[src/rtl/mem_port_arbiter.sv]
// mem_port_arbiter: shares one main-memory port between an icache fill path
// and a dcache fill/write-back path. Each transaction is latched into holding
// registers at grant time, so requester inputs may change once a grant starts.
// A grant completes when main memory has asserted busy and then released it.
// Optional build macro ARB_ROUND_ROBIN_EN: on a tie, the requester that was
// not served last wins. When it is undefined, dcache always wins a tie.
module mem_port_arbiter #(
  parameter int unsigned ADDR_W = 28,
  parameter int unsigned LINE_W = 128
) (
  input  logic              CLK,
  input  logic              RESET_N,
  input  logic              I_MEM_READ,
  input  logic [ADDR_W-1:0] I_MEM_ADDRESS,
  output logic [LINE_W-1:0] I_MEM_READ_DATA,
  output logic              I_MEM_BUSY_WAIT,
  input  logic              D_MEM_READ,
  input  logic              D_MEM_WRITE,
  input  logic [ADDR_W-1:0] D_MEM_ADDRESS,
  input  logic [LINE_W-1:0] D_MEM_WRITE_DATA,
  output logic [LINE_W-1:0] D_MEM_READ_DATA,
  output logic              D_MEM_BUSY_WAIT,
  output logic              MAIN_MEM_READ,
  output logic              MAIN_MEM_WRITE,
  output logic [ADDR_W-1:0] MAIN_MEM_ADDRESS,
  output logic [LINE_W-1:0] MAIN_MEM_WRITE_DATA,
  input  logic [LINE_W-1:0] MAIN_MEM_READ_DATA,
  input  logic              MAIN_MEM_BUSY_WAIT
);

  typedef enum logic [2:0] {
    IDLE    = 3'd0,
    GRANT_I = 3'd1,
    GRANT_D = 3'd2,
    DONE_I  = 3'd3,
    DONE_D  = 3'd4
  } state_t;

  state_t            state_q;
  state_t            state_d;
  logic              i_req;
  logic              d_req;
  logic              pick_d;
  logic              grant_c;
  logic              complete_c;
  logic              seen_busy_q;
  logic              main_read_q;
  logic              main_write_q;
  logic [ADDR_W-1:0] main_addr_q;
  logic [LINE_W-1:0] main_wdata_q;
  logic [LINE_W-1:0] i_rdata_q;
  logic [LINE_W-1:0] d_rdata_q;

  assign i_req = I_MEM_READ;
  assign d_req = D_MEM_READ | D_MEM_WRITE;

`ifdef ARB_ROUND_ROBIN_EN
  logic last_d_q;

  // Tie goes to whichever requester was not granted most recently
  assign pick_d = d_req & (~i_req | ~last_d_q);

  // Remember the most recent winner; reset as if dcache was served last
  always_ff @(posedge CLK or negedge RESET_N) begin
    if (!RESET_N) begin
      last_d_q <= 1'b1;
    end else if (grant_c) begin
      last_d_q <= pick_d;
    end
  end
`else
  // Fixed priority: dcache wins any tie
  assign pick_d = d_req;
`endif

  // State register
  always_ff @(posedge CLK or negedge RESET_N) begin
    if (!RESET_N) begin
      state_q <= IDLE;
    end else begin
      state_q <= state_d;
    end
  end

  // Next-state logic
  always_comb begin
    state_d = state_q;
    case (state_q)
      IDLE:    if (i_req || d_req) state_d = pick_d ? GRANT_D : GRANT_I;
      GRANT_I: if (seen_busy_q && !MAIN_MEM_BUSY_WAIT) state_d = DONE_I;
      GRANT_D: if (seen_busy_q && !MAIN_MEM_BUSY_WAIT) state_d = DONE_D;
      DONE_I:  state_d = IDLE;
      DONE_D:  state_d = IDLE;
      default: state_d = IDLE;
    endcase
  end

  // Output and strobe logic; busy drops only in the requester's DONE cycle
  always_comb begin
    grant_c         = 1'b0;
    complete_c      = 1'b0;
    I_MEM_BUSY_WAIT = 1'b0;
    D_MEM_BUSY_WAIT = 1'b0;
    if (state_q == IDLE) begin
      grant_c = i_req | d_req;
    end
    if ((state_q == GRANT_I) || (state_q == GRANT_D)) begin
      complete_c = seen_busy_q & ~MAIN_MEM_BUSY_WAIT;
    end
    if (RESET_N) begin
      I_MEM_BUSY_WAIT = i_req & (state_q != DONE_I);
      D_MEM_BUSY_WAIT = d_req & (state_q != DONE_D);
    end
  end

  // Holding registers, busy tracking and read-data capture
  always_ff @(posedge CLK or negedge RESET_N) begin
    if (!RESET_N) begin
      seen_busy_q  <= 1'b0;
      main_read_q  <= 1'b0;
      main_write_q <= 1'b0;
      main_addr_q  <= '0;
      main_wdata_q <= '0;
      i_rdata_q    <= '0;
      d_rdata_q    <= '0;
    end else if (grant_c) begin
      seen_busy_q <= 1'b0;
      if (pick_d) begin
        main_read_q  <= D_MEM_READ & ~D_MEM_WRITE;
        main_write_q <= D_MEM_WRITE;
        main_addr_q  <= D_MEM_ADDRESS;
        main_wdata_q <= D_MEM_WRITE_DATA;
      end else begin
        main_read_q  <= 1'b1;
        main_write_q <= 1'b0;
        main_addr_q  <= I_MEM_ADDRESS;
        main_wdata_q <= '0;
      end
    end else if (complete_c) begin
      main_read_q  <= 1'b0;
      main_write_q <= 1'b0;
      if (state_q == GRANT_I) begin
        i_rdata_q <= MAIN_MEM_READ_DATA;
      end else if (main_read_q) begin
        d_rdata_q <= MAIN_MEM_READ_DATA;
      end
    end else if (((state_q == GRANT_I) || (state_q == GRANT_D)) && MAIN_MEM_BUSY_WAIT) begin
      seen_busy_q <= 1'b1;
    end
  end

  assign MAIN_MEM_READ       = main_read_q;
  assign MAIN_MEM_WRITE      = main_write_q;
  assign MAIN_MEM_ADDRESS    = main_addr_q;
  assign MAIN_MEM_WRITE_DATA = main_wdata_q;
  assign I_MEM_READ_DATA     = i_rdata_q;
  assign D_MEM_READ_DATA     = d_rdata_q;

endmodule

[config.mk]
export PLATFORM = sky130hd
export DESIGN_NAME = mem_port_arbiter
export DESIGN_NICKNAME = d
export VERILOG_FILES = /design/src/rtl/mem_port_arbiter.sv
export SDC_FILE = /design/constraint.sdc
export NUM_CORES = 1
export LEC_CHECK = 0
export BUFFER_PORTS_ARGS = -buffer_cell sky130_fd_sc_hd__buf_4
export CAP_MARGIN = 20
export CORE_AREA = 4 4 281 283
export CTS_CLUSTER_SIZE = 25
export DETAILED_ROUTE_END_ITERATION = 10
export DIE_AREA = 0 0 285 287
export GPL_ROUTABILITY_DRIVEN = 0
export PLACE_DENSITY = 0.45
export SLEW_MARGIN = 25
export SYNTH_ARGS = -nofsm -noshare
export SYNTH_HDL_FRONTEND = slang
export SYNTH_SLANG_ARGS = --single-unit
[constraint.sdc]
create_clock -name CLK -period 1.65 [get_ports CLK]
set_input_delay 0.165 -clock CLK [delete_from_list [all_inputs] [get_ports CLK]]
set_output_delay 0.165 -clock CLK [all_outputs]
set_load 0.01 [all_outputs]
# Yosys cells after proc, flatten, opt, wreduce, memory -nomap -nowiden
# Index checks and enable logic that the tools add are counted.
# word_totals
ff_bits	418
latch_bits	0
ramBits	0
rom_bits	0
input_bits	318
out_inout_bits	416
word_cells	57
mem_count	0
# op_classes
addsub	0
mul	0
div_mod_pow	0
magnitude_cmp	0
n_eq_ne	8
shifts	0
n_mux	19
bitwise	10
n_reduce_logical	12
# op_table
op	count
$mux W128	1
$mux W28	1
$mux W1	12
$mux W3	3
$pmux W3 S3	1
$ne A2 B2 Y1 const B	4
$reduce_and A3 Y1	2
$and A1 B1 Y1	4
$not A1 Y1	4
$reduce_and A4 Y1	1
$reduce_bool A2 Y1	2
$eq A3 B1 Y1 const B	1
$eq A3 B2 Y1 const B	1
$logic_not A3 Y1	1
$ne A3 B2 Y1 const B	1
$ne A3 B3 Y1 const B	1
$logic_and A1 B1 Y1	2
$logic_or A1 B1 Y1	2
$mux W2	1
$or A1 B1 Y1	2
$reduce_and A2 Y1	1
$logic_not A1 Y1	1

# Longest topological paths before layout
# Gate-level depths: netlist of run 1.
# logic_depth
word_depth	6
depth_mapped	6
ltp_nobuf	3

# Least setup slack after synthesis of run 1
# Ideal clock, no wire load.
# synth_path
kind	flip-flop to flip-flop
startpoint	reg state_q[2]
endpoint	reg d_rdata_q[107], in the netlist D_MEM_READ_DATA[107]
setup_ns	0.127
t_arrival_ns	1.420
required_ns	1.523
setup_slack_ns	0.102
stages_incl_launch_ff	6
path_buffers	2
period_less_slack_ns	1.548
path_cell_list	dfrtp_1 -> and2b_1 -> nand4b_1 -> buf_2 -> buf_6 -> mux2_1
# synth_between
elab_chain_cells	4
word_cells_on_any_way	9
cone_classes	eq/ne: 2; mux: 2; bitwise: 2; reduce/logical: 3
# synth_lines
element	line_no	text
start, declared	39	state_t state_q;
start signal, assigned	81	state_q <= state_d;
$eq A3 B1 Y1 (tied with other cells)	107, 142	
$logic_or A1 B1 Y1 / $mux W1 (equally long branches)	107, 104	
$mux W1 / $not A1 Y1 (equally long branches)	n/a	
$reduce_and A4 Y1 (no source line) *	n/a	
end signal, assigned	125	d_rdata_q <= '0;
end signal, assigned	145	d_rdata_q <= MAIN_MEM_READ_DATA;
end, declared	52	logic [LINE_W-1:0] d_rdata_q;
# Mark *: on every way between the ends. The rest lies on a longest branch, timed or not.
# A chain may end at the register's enable or synchronous reset.

# Worst setup path after layout of run 1
# layout_path
startpoint	reg state_q[2]
endpoint	reg main_wdata_q[70], in the netlist MAIN_MEM_WRITE_DATA[70]
# layout_between
elab_chain_cells	2
# layout_lines
element	line_no	text
$logic_not A3 Y1	104	if (state_q == IDLE) begin
$mux W1	104	
end signal, assigned	123	main_wdata_q <= '0;
end signal, assigned	132	main_wdata_q <= D_MEM_WRITE_DATA;
end signal, assigned	137	main_wdata_q <= '0;
end, declared	50	logic [LINE_W-1:0] main_wdata_q;
# Every way passes these cells.

==> results.md, run 1 <==
* Sequential cell area at 0.0105 mm²
* DP HPWL at 42.6 mm
* Outcome: complete, but fails checks
* Most common cell after layout, fill and taps aside: buf_4
* Sequential power share at 0.346
* F_max at 0.574 GHz
* Post-route ant nets at 0
* Period utilization at 1.06
* Initial antenna violation count at 0
* Pin count of the biggest net entering global routing at 102
* Synthesized Nets at 1,304
* Die area at 0.0818 mm²
* Clock latency on the worst-skew pair at 0.58 ns
* Post-synth top area share at 0.671
* Setup TNS at -13.94 ns
* Startpoint types: flop
* CTS Buffer Depth at 3
* Final min period at 1.74 ns
* Worst-path fanout max at 18
* First-pass GRT wire length at 88.3 mm
* # diodes at 0
* Critical path class: reg2reg
* Synth area leaders: dfrtp_1, mux2_2, mux2_1, a22o_1, a21oi_1
* Register area share after synthesis at 0.671
* Area growth, synth to finish at 88.2%
* Main synth FF type: dfrtp_1
* H-tree depth at 2
* Switch share at 0.329
* #FFs+latches synth at 418
* Number of flops mapped to enable cells by yosys at 0
* Worst hold path type: in2async
* DRC viols at 0
* Clock Root Buffer: clkbuf_16
* Io pins at 734
* Worst clock skew at 0.00950 ns
* Max-slew violation count at 0
* Logic pwr share at 0.448
* Clock share of power at 0.206
* Ys async rst share at 1.00
* Internal at 0.0342 W
* Drt total wl at 63.1 mm
* WL/cell at 19.6 µm
* Clock-pin slew of the registers on the worst-case setup and hold paths at 0.06 ns
* Worst Max-Slew Pin Slew at 0.566 ns
* Reg-to-Reg Start: state_q[2]$_DFFE_PN0P_
* Footprint of the multi-input gates at 0.00527 mm²
* Post-place setup slack at -0.0233 ns
* Syn avg cell area at 15.8 µm²
* # fillers at 7,317
* Count of final setup violators at 307
* Iter 0 DRT Violations at 454
* Net Sw Power at 0.0168 W
* IO Port Bufs at 733
* Reg2Reg Setup Slack at -0.09 ns
* Hold Slack at 0.0733 ns
* TritonRoute pass-1 iters at 4
* Most frequent cells in the layout: buf_4, dfrtp_1, dlygate4sd3_1
* R2R cell count at 7
* CP arrival at 2.21 ns
* Post-synth top area cell: dfrtp_1
* DR vias at 13,000
* CTS tree: yes
* TritonCTS Buffers at 49
* Clk sinks at 418
* Die W at 285 µm
* Gr usage total at 0.139
* Row count at 102
* Yosys warns at 0
* NumNets Final at 2,452
* CP Capture Type: flop
* FF-to-FF End: MAIN_MEM_WRITE_DATA[70]$_DFFE_PN0P_
* Final instance area at 0.0293 mm²
* Failing checks: negative setup slack
* Worst-case vdd ir drop at 0.000975 V
* Final-report hold violation count at 0
* CP Data Required Time at 2.11 ns
* Synth unique cells at 27
* Mapped cell area at 0.0156 mm²
* P_leak at 14.7 nW
* Remaining global-route overflow at 0
* Max-cap violations at 0
* PwrDens at 1740 mW/mm²
* Max-slew headroom at 0.623
* Via density at 4.05
* Die height at 287 µm
* Post-synthesis cell count at 986
* Area after DPL at 0.0228 mm²
* Initial core utilization at 0.203
* RSZ-0062 raised after global routing: true
* Vias in the first global route at 14,300
* Core ar. at 0.0767 mm²
* Final WS setup at -0.0936 ns
* Layout cell share with drive strength beyond 1 at 0.543
-- critical path, cell delays in order, from the launching register on --
cell and delay, ns:
dfrtp_1 0.39, buf_6 0.12, buf_6 0.12, nor3_4 0.22, buf_6 0.15, nand2_8 0.14
clkbuf_16 0.25, a22o_1 0.22
-- per-stage QoR --
stage | instances | utilization | power (W)
after floorplan | 986 | - | 0.0250
after global placement | 2750 | 0.298 | 0.0363
after detailed placement | 2750 | 0.298 | 0.0365
after CTS | 3185 | 0.369 | 0.0498
after global routing | 3214 | 0.382 | 0.0536
final | 3214 | 0.382 | 0.0509
-- cell usage after synthesis (all sizes together), types with 2 or more instances --
cell,count
dfrtp,418
mux2,257
a22o,129
a21oi,59
buf,59
mux2i,28
clkbuf,11
nor2,5
nand2,4
and2,2
nor3,2
-- power groups by stage --
stage	Combinational (W)	Sequential, W	Clock (W)
6_report	0.0228	0.0176	0.0105
5_1_grt	0.0242	0.0181	0.0113
4_1_cts	0.0214	0.0176	0.0109
3_5_place_dp	0.0189	0.0176	0
3_3_place_gp	0.0186	0.0176	0
2_1_floorplan	0.00563	0.0194	0
-- sequential cells by signal, summed over array words and instances, names as in the netlist --
| signal | count |
|---|---|
| seen_busy_q | 1 |
| MAIN_MEM_READ | 1 |
| state_q | 3 |
| MAIN_MEM_WRITE | 1 |
| I_MEM_READ_DATA | 128 |
| MAIN_MEM_WRITE_DATA | 128 |
| D_MEM_READ_DATA | 128 |
| MAIN_MEM_ADDRESS | 28 |
-- worst max path at each step --
stage / cells past startpoint / slack, ns / start / endpoint
2_1_floorplan: 5 / 0.10 / state_q[2]$_DFFE_PN0P_ / D_MEM_READ_DATA[107]$_DFFE_PN0P_
3_3_place_gp: 5 / 0.001 / state_q[2]$_DFFE_PN0P_ / D_MEM_READ_DATA[32]$_DFFE_PN0P_
3_5_place_dp: 5 / -0.02 / state_q[2]$_DFFE_PN0P_ / D_MEM_READ_DATA[10]$_DFFE_PN0P_
4_1_cts: 4 / -0.11 / state_q[1]$_DFFE_PN0P_ / I_MEM_BUSY_WAIT
5_1_grt: 6 / -0.17 / state_q[1]$_DFFE_PN0P_ / D_MEM_READ_DATA[79]$_DFFE_PN0P_
6_report: 7 / -0.09 / state_q[2]$_DFFE_PN0P_ / MAIN_MEM_WRITE_DATA[70]$_DFFE_PN0P_
-- logic make-up (layout without fill, tap and decap cells) --
group,count (synthesis),in the layout,synth area share
AOI/OAI and AO/OA,192,192,0.0935
DFF,418,418,0.671
and+or+nand+nor,19,19,0.00650
buffers and inverters,71,1259,0.0246
xor gates and xnor gates,1,1,0.000562
muxes,285,285,0.204
-- per-layer routing --
metal	vias up	share of wire	track usage
li1	5900	-	-
met1	6537	0.38	0.156
met2	502	0.53	0.259
met3	87	0.062	0.0365
met4	0	0.024	0.0384
met5	-	0	0
-- final cells by class --
| cell class | instances | area share |
|---|---|---|
| clock inverters | 16 | 0.00478 |
| multi-input cells | 497 | 0.180 |
| clock buffers | 75 | 0.0479 |
| inverters | 1 | 0.000128 |
| flip-flops and latches | 418 | 0.357 |
| repair buffers | 1167 | 0.366 |
| well taps | 1040 | 0.0444 |
-- what timing repair did --
item                                   in CTS  in global routing
gates cloned                               11                 22
endpoints found under the hold margin     759                  0
hold buffers                              318                  0
setup endpoints to repair                 154                406
setup buffers                              15                 11
gates resized for setup                    76                128
pin swaps                                  72                 10
No activity file was read; power rests on OpenSTA's default activity.
==> inputs of run 2 (changes only) <==
MAX_ROUTING_LAYER = met4   (was not set)
==> run 2 against run 1 <==
The run still ends with negative setup slack left; largest cell class unchanged; clock skew shrank 0.0016 ns; die area did not move; combinational power hardly changed; critical path type unchanged; cell area decreased by 0.29%; wire length shrank 0.47%; first-iteration DRC count is 19% lower; count of clock-buffer cells in the layout unchanged; largest power group unchanged.
==> results.md, run 2 (synthesized netlist as in run 1, its figures left out) <==
* Area after DPL at 0.0228 mm²
* Most common cell after layout, fill and taps aside: buf_4
* Logic pwr share at 0.450
* Max-slew violation count at 0
* Initial core utilization at 0.203
* DP HPWL at 42.6 mm
* RSZ-0062 raised after global routing: true
* TritonCTS Buffers at 49
* CTS tree: yes
* Sequential power share at 0.345
* WL/cell at 19.6 µm
* R2R cell count at 7
* Startpoint types: flop
* Net Sw Power at 0.0168 W
* Drt total wl at 62.8 mm
* Core ar. at 0.0767 mm²
* Clock-pin slew of the registers on the worst-case setup and hold paths at 0.06 ns
* Worst-path fanout max at 18
* Worst-case vdd ir drop at 0.000973 V
* FF-to-FF End: MAIN_MEM_WRITE_DATA[24]$_DFFE_PN0P_
* DRC viols at 0
* Via density at 4.04
* DR vias at 13,000
* Worst Max-Slew Pin Slew at 0.563 ns
* Clock Root Buffer: clkbuf_16
* TritonRoute pass-1 iters at 4
* Max-cap violations at 0
* Remaining global-route overflow at 0
* IO Port Bufs at 733
* Gr usage total at 0.143
* Clk sinks at 418
* Layout Utilization at 0.381
* Count of final setup violators at 327
* Final WS setup at -0.0917 ns
* Vias in the first global route at 14,300
* Final-report hold violation count at 0
* Clock latency on the worst-skew pair at 0.58 ns
* Die area at 0.0818 mm²
* P_leak at 14.7 nW
* Initial antenna violation count at 1
* Max-slew headroom at 0.625
* Iter 0 DRT Violations at 369
* Worst clock skew at 0.00792 ns
* CP arrival at 2.20 ns
* Area growth, synth to finish at 87.7%
* CP Data Required Time at 2.11 ns
* Reg2Reg Setup Slack at -0.09 ns
* F_max at 0.574 GHz
* Critical path class: reg2reg
* Tot Pwr at 0.0511 W
* Final min period at 1.74 ns
* H-tree depth at 2
* Die height at 287 µm
* Outcome: complete, but fails checks
* Switch share at 0.329
* Clock share of power at 0.205
* Worst hold path type: in2async
* PwrDens at 1750 mW/mm²
* First-pass GRT wire length at 88.2 mm
* Io pins at 734
* Layout cell share with drive strength beyond 1 at 0.546
* Row count at 102
* Failing checks: negative setup slack
* Post-route ant nets at 0
* Most frequent cells in the layout: buf_4, dfrtp_1, dlygate4sd3_1
* CTS Buffer Depth at 3
* Period utilization at 1.06
* NumNets Final at 2,446
* Die W at 285 µm
* Pin count of the biggest net entering global routing at 102
* Reg-to-Reg Start: state_q[2]$_DFFE_PN0P_
* Internal at 0.0342 W
* CP Capture Type: flop
* Hold Slack at 0.0747 ns
* Final instance area at 0.0292 mm²
[run 2: cell types whose count changed in the layout (fill, tap and decap cells not counted)]
cell,before,now
clkbuf_16,69,66
buf_8,10,9
mux2_1,38,29
buf_6,22,21
buf_12,29,28
mux2_4,90,99
diode_2,0,1
[run 2: per-layer routing]
metal	GRT usage	share of wire	wire length, µm	up-vias
met1	0.157	0.39	24200	6489
met3	0.0347	0.061	3840	94
met5	-	0	0	-
li1	-	-	-	5897
met2	0.258	0.53	33200	493
met4	0.0392	0.024	1510	0
[run 2: stage by stage]
step                worst slack (ns)  setup TNS, ns  cells
floorplan                      0.102              0    986
global placement             0.00132              0   2750
detailed placement           -0.0233         -0.379   2750
CTS                           -0.115         -14.10   3185
global route                  -0.165         -42.19   3209
finish                       -0.0917         -15.60   3209
[run 2: power groups by stage]
stage / Sequential [W] / Clock, W / Combinational, W
floorplan: 0.0194 / 0 / 0.00563
global placement: 0.0176 / 0 / 0.0186
detailed placement: 0.0176 / 0 / 0.0189
CTS: 0.0176 / 0.0109 / 0.0214
global route: 0.0181 / 0.0113 / 0.0243
finish: 0.0176 / 0.0105 / 0.0230
[run 2: timing repair]
action,4_1_cts,5_1_grt
pin swaps,72,10
resized for setup,76,137
hold endpoints to repair,759,0
cloned,11,19
endpoints found under the setup margin,154,406
hold buffers,318,0
buffers inserted,15,8
[run 2: worst max-delay path by stage]
stage,slack (ns),cells past startpoint,start,end
finish,-0.09,7,state_q[2]$_DFFE_PN0P_,MAIN_MEM_WRITE_DATA[24]$_DFFE_PN0P_
global route,-0.17,6,state_q[1]$_DFFE_PN0P_,D_MEM_READ_DATA[20]$_DFFE_PN0P_
CTS,-0.11,4,state_q[1]$_DFFE_PN0P_,I_MEM_BUSY_WAIT
detailed placement,-0.02,5,state_q[2]$_DFFE_PN0P_,D_MEM_READ_DATA[10]$_DFFE_PN0P_
global placement,0.001,5,state_q[2]$_DFFE_PN0P_,D_MEM_READ_DATA[32]$_DFFE_PN0P_
floorplan,0.10,5,state_q[2]$_DFFE_PN0P_,D_MEM_READ_DATA[107]$_DFFE_PN0P_
[run 2: layout make-up]
cell class              instances  area [µm²]
flip-flops and latches        418       10500
clock inverters                16         140
multi-input cells             497        5310
inverters                       1        3.75
clock buffers                  75        1400
well taps                    1040        1300
repair buffers               1161       10600
fillers                      7313       47500
diodes                          1        2.50
[run 2: worst max-delay path, cell delays in order (launching register included)]
cell and delay (ns):
dfrtp_1 0.38, buf_6 0.12, buf_6 0.12, nor3_4 0.22, buf_6 0.15, nand2_8 0.14
buf_16 0.22, a22o_1 0.23
